File: src/rtl/dmem_loader_if.sv
// Bundles the CPU data port, the preload byte stream and the load status
// of dmem_loader. The master side is the CPU / stream source, the slave
// side is the memory itself.
interface dmem_loader_if #(
    parameter int DATA_W = 8,
    parameter int DEPTH  = 8
);
    localparam int ADDR_W = ($clog2(DEPTH) < 1) ? 1 : $clog2(DEPTH);

    logic [ADDR_W-1:0] cpu_addr;
    logic              cpu_we;
    logic [DATA_W-1:0] cpu_wdata;
    logic [DATA_W-1:0] cpu_rdata;
    logic              cpu_hold;
    logic              load_start;
    logic [DATA_W-1:0] ld_data;
    logic              ld_valid;
    logic              ld_last;
    logic              ld_ready;
    logic              ld_done;
    logic [ADDR_W:0]   ld_count;
    logic [DATA_W-1:0] ld_csum;

    modport master (
        output cpu_addr, cpu_we, cpu_wdata, load_start, ld_data, ld_valid, ld_last,
        input  cpu_rdata, cpu_hold, ld_ready, ld_done, ld_count, ld_csum
    );

    modport slave (
        input  cpu_addr, cpu_we, cpu_wdata, load_start, ld_data, ld_valid, ld_last,
        output cpu_rdata, cpu_hold, ld_ready, ld_done, ld_count, ld_csum
    );
endinterface

File: src/rtl/dmem_loader.sv
// Register-file data memory for the single-cycle CPU with a streaming
// preload engine. While a load runs the CPU is stalled and its writes are
// dropped; reads keep returning the live array contents.
//
// state | meaning
// IDLE  | CPU owns the array; load_start begins a preload at word 0
// LOAD  | stream beats fill words in order; CPU held off
module dmem_loader #(
    parameter int DATA_W = 8,
    parameter int DEPTH  = 8
) (
    input  logic          clk,
    input  logic          rst_n,
    dmem_loader_if.slave  bus
);
    localparam int ADDR_W = ($clog2(DEPTH) < 1) ? 1 : $clog2(DEPTH);
    localparam logic [ADDR_W:0]   DEPTH_EXT = (ADDR_W+1)'(DEPTH);
    localparam logic [ADDR_W-1:0] PTR_LAST  = ADDR_W'(DEPTH - 1);

    typedef enum logic {IDLE, LOAD} state_t;

    state_t            state_q, state_d;
    logic              ready_q, ready_d;
    logic              done_q, done_d;
    logic              accept;
    logic              last_beat;
    logic              start_load;
    logic              cpu_in_range;
    logic              cpu_wr;
    logic [ADDR_W-1:0] ptr_q;
    logic [ADDR_W:0]   count_q;
    logic [DATA_W-1:0] csum_q;
    logic [DATA_W-1:0] mem [DEPTH];

    assign cpu_in_range = ({1'b0, bus.cpu_addr} < DEPTH_EXT);
    assign start_load   = (state_q == IDLE) && bus.load_start;
    assign cpu_wr       = (state_q == IDLE) && bus.cpu_we && cpu_in_range;

    // Next-state and registered-output decode
    always_comb begin
        state_d   = state_q;
        done_d    = 1'b0;
        accept    = 1'b0;
        last_beat = 1'b0;
        case (state_q)
            IDLE: begin
                if (bus.load_start) begin
                    state_d = LOAD;
                end
            end
            LOAD: begin
                accept    = bus.ld_valid;
                last_beat = bus.ld_valid && (bus.ld_last || (ptr_q == PTR_LAST));
                if (last_beat) begin
                    state_d = IDLE;
                    done_d  = 1'b1;
                end
            end
            default: state_d = IDLE;
        endcase
        ready_d = (state_d == LOAD);
    end

    // State register and registered handshake outputs
    always_ff @(posedge clk or negedge rst_n) begin
        if (!rst_n) begin
            state_q <= IDLE;
            ready_q <= 1'b0;
            done_q  <= 1'b0;
        end else begin
            state_q <= state_d;
            ready_q <= ready_d;
            done_q  <= done_d;
        end
    end

    // Load pointer plus count/checksum of the most recent load
    always_ff @(posedge clk or negedge rst_n) begin
        if (!rst_n) begin
            ptr_q   <= '0;
            count_q <= '0;
            csum_q  <= '0;
        end else if (start_load) begin
            ptr_q   <= '0;
            count_q <= '0;
            csum_q  <= '0;
        end else if (accept) begin
            ptr_q   <= ptr_q + ADDR_W'(1);
            count_q <= count_q + (ADDR_W+1)'(1);
            csum_q  <= csum_q ^ bus.ld_data;
        end
    end

    // Storage array: stream beats in LOAD, CPU writes in IDLE
    always_ff @(posedge clk or negedge rst_n) begin
        if (!rst_n) begin
            for (int i = 0; i < DEPTH; i++) begin
                mem[i] <= '0;
            end
        end else if (accept) begin
            mem[ptr_q] <= bus.ld_data;
        end else if (cpu_wr) begin
            mem[bus.cpu_addr] <= bus.cpu_wdata;
        end
    end

    // Out-of-range CPU reads return zero
    always_comb begin
        bus.cpu_rdata = '0;
        if (cpu_in_range) begin
            bus.cpu_rdata = mem[bus.cpu_addr];
        end
    end

    assign bus.ld_ready = ready_q;
    assign bus.cpu_hold = ready_q;
    assign bus.ld_done  = done_q;
    assign bus.ld_count = count_q;
    assign bus.ld_csum  = csum_q;
endmodule

File: src/flat_wrapper.sv
// flat-port wrapper written by rule: the top's interface ports become plain ports
module dmem_loader_flat 
#(
    parameter int DATA_W = 8,
    parameter int DEPTH  = 8
)
  (clk, rst_n, bus_cpu_addr, bus_cpu_we, bus_cpu_wdata, bus_load_start, bus_ld_data, bus_ld_valid, bus_ld_last, bus_cpu_rdata, bus_cpu_hold, bus_ld_ready, bus_ld_done, bus_ld_count, bus_ld_csum);
  dmem_loader_if #(.DATA_W(DATA_W), .DEPTH(DEPTH)) bus_i ();
  input  logic clk;
  input  logic rst_n;
  input wire logic [$bits(bus_i.cpu_addr)-1:0] bus_cpu_addr;
  input wire logic [$bits(bus_i.cpu_we)-1:0] bus_cpu_we;
  input wire logic [$bits(bus_i.cpu_wdata)-1:0] bus_cpu_wdata;
  input wire logic [$bits(bus_i.load_start)-1:0] bus_load_start;
  input wire logic [$bits(bus_i.ld_data)-1:0] bus_ld_data;
  input wire logic [$bits(bus_i.ld_valid)-1:0] bus_ld_valid;
  input wire logic [$bits(bus_i.ld_last)-1:0] bus_ld_last;
  output wire logic [$bits(bus_i.cpu_rdata)-1:0] bus_cpu_rdata;
  output wire logic [$bits(bus_i.cpu_hold)-1:0] bus_cpu_hold;
  output wire logic [$bits(bus_i.ld_ready)-1:0] bus_ld_ready;
  output wire logic [$bits(bus_i.ld_done)-1:0] bus_ld_done;
  output wire logic [$bits(bus_i.ld_count)-1:0] bus_ld_count;
  output wire logic [$bits(bus_i.ld_csum)-1:0] bus_ld_csum;
  assign bus_i.cpu_addr = bus_cpu_addr;
  assign bus_i.cpu_we = bus_cpu_we;
  assign bus_i.cpu_wdata = bus_cpu_wdata;
  assign bus_i.load_start = bus_load_start;
  assign bus_i.ld_data = bus_ld_data;
  assign bus_i.ld_valid = bus_ld_valid;
  assign bus_i.ld_last = bus_ld_last;
  assign bus_cpu_rdata = bus_i.cpu_rdata;
  assign bus_cpu_hold = bus_i.cpu_hold;
  assign bus_ld_ready = bus_i.ld_ready;
  assign bus_ld_done = bus_i.ld_done;
  assign bus_ld_count = bus_i.ld_count;
  assign bus_ld_csum = bus_i.ld_csum;
  dmem_loader #(.DATA_W(DATA_W), .DEPTH(DEPTH)) u_core (.clk(clk), .rst_n(rst_n), .bus(bus_i));
endmodule
File: config.mk
export PLATFORM = sky130hd
export DESIGN_NAME = dmem_loader_flat
export DESIGN_NICKNAME = d
export VERILOG_FILES = /design/src/rtl/dmem_loader_if.sv /design/src/rtl/dmem_loader.sv /design/src/flat_wrapper.sv
export SDC_FILE = /design/constraint.sdc
export NUM_CORES = 1
export LEC_CHECK = 0
export ABC_CLOCK_PERIOD_IN_PS = 4050
export CORE_ASPECT_RATIO = 1.5
export CORE_MARGIN = 3
export CORE_UTILIZATION = 40
export CTS_BUF_LIST = sky130_fd_sc_hd__clkbuf_8
export CTS_CLUSTER_SIZE = 24
export DETAILED_ROUTE_END_ITERATION = 6
export GPL_TIMING_DRIVEN = 0
export PLACE_DENSITY = 0.69
export SETUP_SLACK_MARGIN = 0.2
export SLEW_MARGIN = 0
export SYNTH_ARGS = -nofsm -noshare
export SYNTH_HDL_FRONTEND = slang
export SYNTH_SLANG_ARGS = --single-unit
File: constraint.sdc
create_clock -name clk -period 4.05 [get_ports clk]
set_input_delay 0.405 -clock clk [delete_from_list [all_inputs] [get_ports clk]]
set_output_delay 0.405 -clock clk [all_outputs]
set_load 0.01 [all_outputs]
# After elaboration in Yosys (flattened, before gate mapping)
# Cells that the tools add are included.
# op_classes
addsub,2
magnitude_cmp,4
n_eq_ne,1
n_mux,23
bitwise_logic,4
n_reduce_logical,8
# op_table
operator,n
64-bit bitwise mux,2
64-bit 2-to-1 mux,2
8-bit demux with 3-bit select,2
8-bit 2-to-1 mux,6
8-bit binary-select mux with 3-bit select,1
"4-bit greater-or-equal comparator, second input constant",2
"4-bit by 1-bit < comparator with 1-bit output, second input constant",2
4-bit 2-to-1 mux,2
3-bit NOT with 4-bit output,2
8-bit bitwise XOR,1
3-bit 2-to-1 mux,2
1-bit logical AND,5
1-bit 2-to-1 mux,5
"4-bit by 1-bit adder with 4-bit output, second input constant",1
2-bit nonzero test,2
"3-bit by 1-bit adder with 3-bit output, second input constant",1
"3-bit == test, second input constant",1
1-bit case mux with 2 select lines,1
1-bit logical OR,1
1-bit NOT,1
# totals
regBits,81
inputBits,25
out_inout_bits,23
wordCells,55

# Logic depth before layout (Yosys ltp)
# Gate-level depths: netlist of run 1.
# logic_depth
depth_word,8
ltp_mapped,7
mapped_depth_nobuf,5

# Least setup slack after synthesis of run 1
# Ideal clock, no wire load.
# synth_timing
path_type,input port to output port
startpoint,input bus_cpu_addr[1]
endpoint,output bus_cpu_rdata[0]
arrival_ns,1.502
required_time_ns,3.645
slack_ns,2.143
path_stages,6
cell_sequence,buf_4 > buf_4 > buf_2 > a221oi_1 > a21oi_1 > a311o_1
# synth_between
elab_chain_len,4
# synth_rtl
item,line,rtl
"start, declared",flat_wrapper.sv:11,input wire logic [$bits(bus_i.cpu_addr)-1:0] bus_cpu_addr;
3-bit NOT with 4-bit output (implied by the code),dmem_loader.sv:111,bus.cpu_rdata = mem[bus.cpu_addr];
8-bit binary-select mux with 3-bit select,dmem_loader.sv:111,
8-bit 2-to-1 mux (implied by the code) (2 in series),dmem_loader.sv:111,
"end, declared",flat_wrapper.sv:18,output wire logic [$bits(bus_i.cpu_rdata)-1:0] bus_cpu_rdata;
# Every way passes these cells. The select of a mux whose other input is x is not followed.

# Worst setup path after layout of run 1
# layout_timing
startpoint,input bus_cpu_addr[2]
endpoint,output bus_cpu_rdata[2]
# Same word-level chain as after synthesis.

==> impl_results.md, run 1 <==
* Core ar. at around 11,000 sq um
* Critical Path AT at 2.77 ns
* GP Congestion at between 0.9 and 1
* Synth warn at 0
* Clock Path Buffers at 2
* Routed len/inst at approximately 22 um
* DRC at 0
* Register area at 2030 sq um
* Max Clock Freq at 0.315 GHz
* PwrDens at 496 nW/um^2
* Slew Limit Headroom at about half
* CTS clock-pin slew for the worst setup and hold paths at 0.09 ns
* H-Tree Level Count at 3
* Largest net degree at the start of global routing at 63
* Diode count at 0
* # setup viols final at 0
* Syn_area_per_cell at 10.9 sq um
* Peak supply drop at around 190 uV
* Final setup margin at around 0.88 ns
* Number of vias per cell at 6.18
* Post-Syn Area at 4550 sq um
* Placed inst area at 5220 sq um
* Crit path kind: in2out
* Top-count cell post-synth: dfrtp_1
* Synth-to-layout area growth at 19.1%
* Distinct cells, synth at 51
* GR Overflow Total at 0
* Post-layout min period at between 3 and 4 ns
* Ys flop type: dfrtp_1
* Horiz. Die Dim at slightly above 90 um
* Dpl hpwl at 9670 um
* Final hold vios at 0
* Routed Antenna Nets at 0
* TritonCTS clock tree: built
* Crit-path max FO at 10
* Pre-CTS setup slack at 0.899 ns
* Worst reg2reg path depth at 4
* Worst path slowest cell: clkdlybuf4s50_1
* MaxCap Viol Count at 0
* Total CTS buffers at 9
* Leakage at 2.38 nW
* First-pass GRT wire length at 20,600 um
* FF-to-FF setup slack at around 2 ns
* CTS root buffer: clkbuf_8
* Number of global-route vias before repair at ~3,900
* Yosys top cell area share at approximately 45%
* GRT Util Overall at ~22%
* Crit-path cells: clkdlybuf4s50_1 -> buf_2 -> buf_2 -> mux4_2 -> mux2_2 -> clkdlybuf4s50_1
* Yosys top cell by area: dfrtp_1
* Chip Height at roughly 140 um
* Clock Latency Late Sink at around 0.37 ns
* I/O pin total at between 40 and 50
* Largest stage delay on the critical path at between 0.6 and 0.7 ns
* Part of the cycle the worst path needs at between 70 and 80%
* WP data required at roughly 3.6 ns
* Clk sink count at 81
* Fill cell count at 1,063
* Worst min path class: in2async
* Initial Util at between 40% and 50%
* Fin area at approximately 5400 sq um
* Site Rows at 47
* Share of layout cells above drive strength 1 at between 20% and 30%
* Fin. max-slew vios at 0
* Synthesized instance count at between 400 and 500
* Worst R2R Start: u_core.ptr_q[1]$_DFFE_PN0P_
* Multi-input logic area at 2340 sq um
* Top cells by count, synth: dfrtp_1, mux2_2, o22ai_1, nand2_1, buf_2
* Die area at 12,700 sq um
* Post-synth EDFFs at 0
* Startpoint Class: input port
* Sequential fraction of the synthesis area at 44.6%
* Post-synthesis register bit count at between 80 and 90
* Nets at between 500 and 600
* Status: finished clean
* RSZ-0062 raised after global routing: no
* Clock skew at around 0.011 ns
* Critical Path End Type: output port
* Initial antenna violation count at 0
* Capture point of the worst reg-to-reg path: u_core.mem[3]$_DFFE_PN0P_
* Initial DRC Count at between 300 and 400
* Worst Max-Slew Pin Slew at ~0.73 ns
* Via count at about 3,900
* Port Buffers at 46
* DRT Pass-1 Iters at 5
* FFs w/ async S/R, synth at between 90% and 100%
* Syn nets at roughly 450
* Top cells by area, synth: dfrtp_1, mux2_2, o22ai_1, nand2_1, mux4_2
* WL final at between 10,000 and 15,000 um
[how the worst max path moves through the flow]
stage	start	endpoint	slack (ns)	cells past startpoint
after global routing	bus_cpu_addr[2]	bus_cpu_rdata[7]	0.83	6
after detailed placement	bus_cpu_addr[2]	bus_cpu_rdata[2]	0.90	6
after global placement	rst_n	u_core.mem[21]$_DFFE_PN0P_	-0.28	1
final	bus_cpu_addr[2]	bus_cpu_rdata[2]	0.88	6
after CTS	bus_cpu_addr[2]	bus_cpu_rdata[2]	0.88	6
after floorplan	bus_cpu_addr[1]	bus_cpu_rdata[0]	2.14	6
[layout by cell type, fill, tap and decap left out, types with 3 or more instances in the layout]
master,Yosys,final
nand3b_1,4,4
a22oi_1,4,4
nand3_1,10,10
nor2_1,17,17
buf_2,18,18
o21ai_0,11,11
nand2_1,45,45
mux4_2,6,6
dfrtp_1,81,81
a21oi_1,10,10
nor2b_1,5,5
a22o_1,3,3
nand2b_1,11,11
buf_4,9,10
clkbuf_1,4,4
clkbuf_8,0,12
mux2i_1,4,4
o22ai_1,65,65
ha_1,3,3
clkdlybuf4s50_1,0,45
mux2_2,70,70
[flip-flops by register name, indices dropped and copies added (netlist names)]
register and flops:
u_core.bus.ld_done 1, u_core.state_q 1, u_core.ptr_q 3, u_core.bus.ld_count 4, u_core.bus.ld_csum 8, u_core.mem 64
[cell families after synthesis]
family / synth area share (%)
buf+inv: 3.88
compound gates: 17.1
fa+ha+maj: 0.825
xor+xnor: 0.193
flops: 44.6
mux: 21.4
simple gates: 12.0
[power breakdown]
part / total, mW / internal [mW] / switching [mW]
Combinational: 0.961 / 0.458 / 0.502
Sequential: 1.14 / 1.02 / 0.128
Clock: 0.582 / 0.272 / 0.310
[layout make-up]
class | instances | share of cell area [%]
multi-input cells | 304 | 43.3
flip-flops and latches | 81 | 37.4
repair buffers | 48 | 9.14
well taps | 147 | 3.39
plain buffers | 31 | 3.19
clock buffers | 12 | 3.05
clock inverters | 4 | 0.485
inverters | 1 | 0.0693
[critical path: cells and delay by family]
| family | cells | cell delay, ns |
|---|---|---|
| buf+inv | 4 | 1.73 |
| mux | 2 | 0.62 |
[timing repair]
action / 4_1_cts / 5_1_grt
gates resized for setup: 0 / 0
hold buffers: 1 / 0
setup buffers: 0 / 0
hold endpoints to repair: 19 / 0
[stage by stage]
step                      TNS (ns)  hold WS (ns)  util, %  power [mW]  std cells
after global placement      -22.37         0.472     47.0        2.07        610
after floorplan                  0         0.109        -        1.72        417
after detailed placement         0         0.315     47.2        2.10        611
final                            0         0.458     49.0        2.69        628
after CTS                        0         0.461     49.0        2.68        628
after global routing             0         0.478     49.0        2.80        628
[metal layers]
layer | global-route usage (%) | part of all wire [%] | vias up
li1 | - | - | 1697
met1 | 23.6 | 37 | 1881
met2 | 38.2 | 50 | 231
met3 | 3.14 | 6.1 | 70
met4 | 15.4 | 6.6 | 0
met5 | 0 | 0 | -
No activity file was read; power rests on OpenSTA's default activity.
==> run 2: changes to the inputs <==
- ABC_CLOCK_PERIOD_IN_PS: 4050 -> 2750
- PLACE_DENSITY: 0.69 -> 0.71
- clock period: 4.05 -> 2.75 ns (I/O delays scaled with it)
==> impl_results.md, run 2 (synthesis results as in run 1) <==
* Status: finished clean
* Leakage at 2.41 nW (+1.1%)
* Number of vias per cell at 6.10 (-1.3%)
* Horiz. Die Dim at 93.1 um (unchanged)
* Post-layout min period at between 2 and 2.5 ns
* PwrDens at 742 nW/um^2 (+50%)
* Post-CTS setup buffer count at 0 (unchanged)
* RSZ-0062 raised after global routing: no
* Initial antenna violation count at 0 (unchanged)
* Clock skew at 0.00570 ns (-0.00552 ns)
* Worst path slowest cell: clkdlybuf4s50_1
* Fin area at 5460 sq um (+0.79%)
* H-Tree Level Count at 3 (unchanged)
* Routed Antenna Nets at 0 (unchanged)
* Crit path kind: in2out
* Part of the cycle the worst path needs at 90.0%
* Clock Latency Late Sink at 0.37 ns (about the same)
* Dpl hpwl at 9810 um (+1.4%)
* Clock share of power at 23.4% (+1.8 points)
* Clock Path Buffers at 2 (unchanged)
* GR Overflow Total at 0 (unchanged)
* Fin util at 49.4% (+0.38 points)
* Fin. max-slew vios at 0 (unchanged)
* Setup TNS at 0 ns (unchanged)
* Layout Cells excl Fill at 628 (unchanged)
* TritonCTS clock tree: built
* Sequential group share of total power at 41.7% (-0.9 points)
* Final hold vios at 0 (unchanged)
* Critical Path AT at 2.20 ns (-0.57 ns)
* Chip Height at 137 um (unchanged)
* Via count at 3,828 (-1.3%)
* Final setup margin at 0.276 ns (-0.601 ns)
* Psw at 1.38 mW (+47%)
* Initial Util at 41.1% (unchanged)
* GRT Util Overall at 22.5% (+0.82 points)
* DRT Pass-1 Iters at 5 (unchanged)
* Synth-to-layout area growth at 20.1%
* Worst min path class: in2async
* Die area at 12,700 sq um (unchanged)
* Largest net degree at the start of global routing at 57 (-9.5%)
* Number of global-route vias before repair at 4,008 (+2.4%)
* Startpoint Class: input port
* Comb power frac at 34.9% (-0.9 points)
* Total CTS buffers at 9 (unchanged)
* MaxCap Viol Count at 0 (unchanged)
* Commonest non-fill, non-tap cell in the layout: dfrtp_1
* GP Congestion at 0.948 (+2.7%)
* Slew Limit Headroom at 52.6% (+1.4 points)
* First-pass GRT wire length at 21,600 um (+4.4%)
* Placed cell count at 611 (unchanged)
* Delay-heaviest family, CP: buffers and inverters
* Pre-CTS setup slack at -0.148 ns (-1.05 ns)
* Clk sink count at 81 (unchanged)
* Core ar. at 11,100 sq um (unchanged)
* Most frequent cells in the layout: dfrtp_1, mux2_2, o22ai_1
* Worst Max-Slew Pin Slew at 0.712 ns (-0.0208 ns)
* DRC at 0 (unchanged)
* Initial DRC Count at 289 (-21%)
* Most frequent CP cell: buf_4
* Nets at 504 (unchanged)
* Peak supply drop at 241 uV (+26%)
* Worst Path Buf+Inv at 4 (unchanged)
* Pint at 2.67 mW (+53%)
* Largest stage delay on the critical path at 0.47 ns (-0.14 ns)
* Critical Path End Type: output port
* Crit-path max FO at 10 (unchanged)
* Largest Register: u_core.mem
* Max Clock Freq at 0.404 GHz
* Crit-path cells: dlygate4sd2_1 -> buf_4 -> buf_4 -> mux4_2 -> mux2_2 -> clkdlybuf4s50_1
* CTS clock-pin slew for the worst setup and hold paths at 0.08 ns (about the same)
* CTS root buffer: clkbuf_8
* Diode count at 0 (unchanged)
* # setup viols final at 0 (unchanged)
* WP data required at 2.48 ns (-1.16 ns)
* Port Buffers at 46 (unchanged)
* Sw frac at 34.1% (-0.85 points)
* Placed inst area at 5220 sq um (unchanged)
* WL final at 13,700 um (-0.65%)
* Share of layout cells above drive strength 1 at 27.7% (+0.21 points)
* I/O pin total at 48 (unchanged)
* Max reg flops at 64 (unchanged)
* Site Rows at 47 (unchanged)
* Routed len/inst at 21.8 um (-0.65%)
==> run 2: changes by cell type in the layout (fill, tap and decap cells not counted) <==
cell             previous run  this run
a221oi_1                    2         1
a221oi_2                    0         1
buf_2                      18        13
buf_4                      10        14
buf_6                       0         1
bufinv_16                   0         1
clkdlybuf4s50_1            45        43
clkinv_4                    1         0
clkinvlp_4                  1         0
dlygate4sd2_1               0         2
inv_6                       0         1
==> run 2: layout make-up <==
type / count / area [sq um]
well taps: 147 / 184
flip-flops and latches: 81 / 2030
plain buffers: 31 / 189
clock buffers: 12 / 165
clock inverters: 4 / 48.8
inverters: 1 / 3.75
multi-input cells: 304 / 2350
fillers: 1048 / 5590
repair buffers: 48 / 493
==> run 2: through the flow <==
stage               hold slack (ns)  power (mW)
floorplan                   -0.0206        2.53
global placement              0.473        3.05
detailed placement            0.212        3.10
CTS                           0.373        4.04
global route                  0.393        4.24
finish                        0.357        4.05
==> run 2: worst register-to-register path, delay by kind of cell (launching register included) <==
family           cells  cell delay, ns
AO/OA/AOI/OAI        1            0.57
AND/OR/NAND/NOR      2            0.49
flip-flops           1            0.45
multiplexers         1            0.41
==> run 2: timing repair <==
item | in CTS | in global routing
gates resized for setup | 8 | 1
endpoints found under the setup margin | 8 | 1
hold buffers | 1 | 0
endpoints found under the hold margin | 25 | 0
cloned | 0 | 0
==> run 2: path summary, 6_finish.rpt <==
check / startpoint / end / slack, ns / cells past startpoint
max in group asynchronous: rst_n / u_core.mem[57]$_DFFE_PN0P_ / 1.81 / 3
hold reg to reg: u_core.bus.ld_csum[6]$_DFFE_PN0P_ / u_core.bus.ld_csum[6]$_DFFE_PN0P_ / 0.49 / 1
min in group clk: u_core.bus.ld_csum[6]$_DFFE_PN0P_ / u_core.bus.ld_csum[6]$_DFFE_PN0P_ / 0.49 / 1
setup / recovery: bus_cpu_addr[2] / bus_cpu_rdata[2] / 0.28 / 6
setup reg to reg: u_core.ptr_q[1]$_DFFE_PN0P_ / u_core.mem[15]$_DFFE_PN0P_ / 0.72 / 4
hold / removal: rst_n / u_core.mem[18]$_DFFE_PN0P_ / 0.36 / 2
==> run 2: per-layer routing <==
| metal | share of wire (%) | routed length (um) | track usage (%) |
|---|---|---|---|
| met1 | 37 | 5050 | 24.9 |
| met4 | 5.5 | 750 | 13.9 |
| met3 | 6.3 | 865 | 3.91 |
| met2 | 51 | 7050 | 39.6 |
| met5 | 0 | 0 | 0 |
==> run 2: power groups by stage <==
stage          registers [mW]  clock network, mW  logic (mW)
2_1_floorplan            1.68                  0       0.846
3_3_place_gp             1.68                  0        1.37
3_5_place_dp             1.71                  0        1.39
4_1_cts                  1.68              0.949        1.40
5_1_grt                  1.73              0.993        1.52
6_report                 1.69              0.948        1.42
==> run 3: changes to the inputs <==
- RECOVER_POWER: unset -> 50
==> impl_results.md, run 3 (synthesis results as in run 1) <==
* Status: finished clean
* Chip Height at 137 um (unchanged)
* H-Tree Level Count at 3 (unchanged)
* Most frequent cells in the layout: dfrtp_1, mux2_2, o22ai_1
* WL final at 13,600 um (-0.90%)
* Startpoint Class: input port
* CTS root buffer: clkbuf_8
* Hold path cells at 1
* Crit-path max FO at 10 (unchanged)
* Initial antenna violation count at 0 (unchanged)
* TritonCTS clock tree: built
* CTS clock-pin slew for the worst setup and hold paths at 0.08 ns (about the same)
* Hold WS at 0.490 ns (+0.133 ns)
* I/O pin total at 48 (unchanged)
* Via count at 3,793 (-0.91%)
* MaxCap Viol Count at 0 (unchanged)
* DRC at 0 (unchanged)
* Crit path kind: in2out
* Max Clock Freq at 0.406 GHz (+0.46%)
* Synth-to-layout area growth at 19.9%
* Fin. max-slew vios at 0 (unchanged)
* Initial Util at 41.1% (unchanged)
* Leakage at 2.40 nW (-0.31%)
* Worst reg2reg path depth at 4 (unchanged)
* Die area at 12,700 sq um (unchanged)
* Port Buffers at 46 (unchanged)
* Share of layout cells above drive strength 1 at 27.0% (-0.62 points)
* Part of the cycle the worst path needs at 89.6% (-0.41 points)
* Diode count at 0 (unchanged)
* Dpl hpwl at 9810 um (unchanged)
* PwrDens at 742 nW/um^2 (about the same)
* Site Rows at 47 (unchanged)
* GR Overflow Total at 0 (unchanged)
* Largest net degree at the start of global routing at 57 (unchanged)
* WP data required at 2.48 ns (about the same)
* Nets at 504 (unchanged)
* Largest Register: u_core.mem
* RSZ-0062 raised after global routing: no
* Number of global-route vias before repair at 4,008 (unchanged)
* GRT Util Overall at 22.5% (unchanged)
* Total CTS buffers at 9 (unchanged)
* Number of vias per cell at 6.04 (-0.91%)
* Slew Limit Headroom at 0.542% (-52 points)
* Crit-path cells: dlygate4sd2_1 -> buf_4 -> buf_4 -> mux4_2 -> mux2_2 -> clkdlybuf4s50_1
* First-pass GRT wire length at 21,600 um (unchanged)
* Post-layout min period at 2.46 ns (-0.0113 ns)
* GP Congestion at 0.948 (unchanged)
* Routed Antenna Nets at 0 (unchanged)
* Clock Latency Late Sink at 0.37 ns (about the same)
* Routed len/inst at 21.6 um (-0.90%)
* Core ar. at 11,100 sq um (unchanged)
* Initial DRC Count at 289 (unchanged)
* Final hold vios at 0 (unchanged)
* DRT Pass-1 Iters at 6 (+1)
* Clk sink count at 81 (unchanged)
* Max reg flops at 64 (unchanged)
* Post-CTS setup buffer count at 0 (unchanged)
* Largest stage delay on the critical path at 0.48 ns (about the same)
* Commonest non-fill, non-tap cell in the layout: dfrtp_1
* Clock skew at 0.00623 ns (+0.000533 ns)
* Peak supply drop at 241 uV (-0.20%)
* # setup viols final at 0 (unchanged)
* Clock Path Buffers at 2 (unchanged)
* Most frequent CP cell: buf_4
* Worst min path class: reg2reg
* Overall Power at 4.05 mW (-0.17%)
* Worst path slowest cell: clkdlybuf4s50_1
* Worst Max-Slew Pin Slew at 1.49 ns (+0.780 ns)
* Horiz. Die Dim at 93.1 um (unchanged)
* Critical Path End Type: output port
* Critical Path AT at 2.19 ns (about the same)
-- run 3: cell count changes in the layout (fill, tap and decap cells not counted), sizes merged --
cell,delta
clkbuf,+3
dlygate4sd3,+2
clkdlybuf4s50,-2
buf,-3
-- run 3: final timing paths --
check | end | slack (ns) | from
setup reg to reg | u_core.mem[15]$_DFFE_PN0P_ | 0.68 | u_core.state_q$_DFF_PN0_
hold / removal | u_core.bus.ld_csum[6]$_DFFE_PN0P_ | 0.49 | u_core.bus.ld_csum[6]$_DFFE_PN0P_
hold reg to reg | u_core.bus.ld_csum[6]$_DFFE_PN0P_ | 0.49 | u_core.bus.ld_csum[6]$_DFFE_PN0P_
setup / recovery | bus_cpu_rdata[2] | 0.29 | bus_cpu_addr[2]
max in group asynchronous | u_core.mem[51]$_DFFE_PN0P_ | 1.02 | rst_n
min in group asynchronous | u_core.mem[18]$_DFFE_PN0P_ | 0.80 | rst_n
-- run 3: area by class of cell --
| cell class | instances | area [sq um] |
|---|---|---|
| buffer | 31 | 186 |
| clock buffer | 12 | 165 |
| clock inverter | 4 | 48.8 |
| fill | 1049 | 5600 |
| inverter | 1 | 3.75 |
| multi-input combinational | 304 | 2350 |
| sequential | 81 | 2030 |
| tap | 147 | 184 |
| timing repair buffer | 48 | 489 |
-- run 3: timing repair --
action,4_1_cts,5_1_grt
endpoints found under the setup margin,8,1
hold buffers,1,0
gates resized for setup,8,1
hold endpoints to repair,25,0
-- run 3: stage by stage --
stage	setup slack [ns]	instance area [sq um]	utilization, %	TNS [ns]	std cells
after CTS	0.245	5460	49.3	0	628
final	0.287	5460	49.3	0	628
after global placement	-1.51	5190	47.0	-122.39	610
after floorplan	1.09	4550	-	0	417
after detailed placement	-0.148	5220	47.2	-0.507	611
after global routing	0.222	5460	49.3	0	628
-- run 3: critical path, delay by kind of cell --
family	cells	cell delay [ns]
mux	2	0.60
buf+inv	4	1.31
-- run 3: power by group --
part / switching, mW / internal [mW] / leakage [nW]
sequential: 0.190 / 1.50 / 1.09
clock: 0.454 / 0.494 / 0.113
combinational: 0.735 / 0.676 / 1.19
-- run 3: per-layer routing --
metal	vias to the layer above	track usage [%]	wire length, um
met4	0	13.9	766
met1	1837	24.9	5040
li1	1689	-	-
met2	208	39.6	6920
met5	-	0	0
met3	59	3.91	859
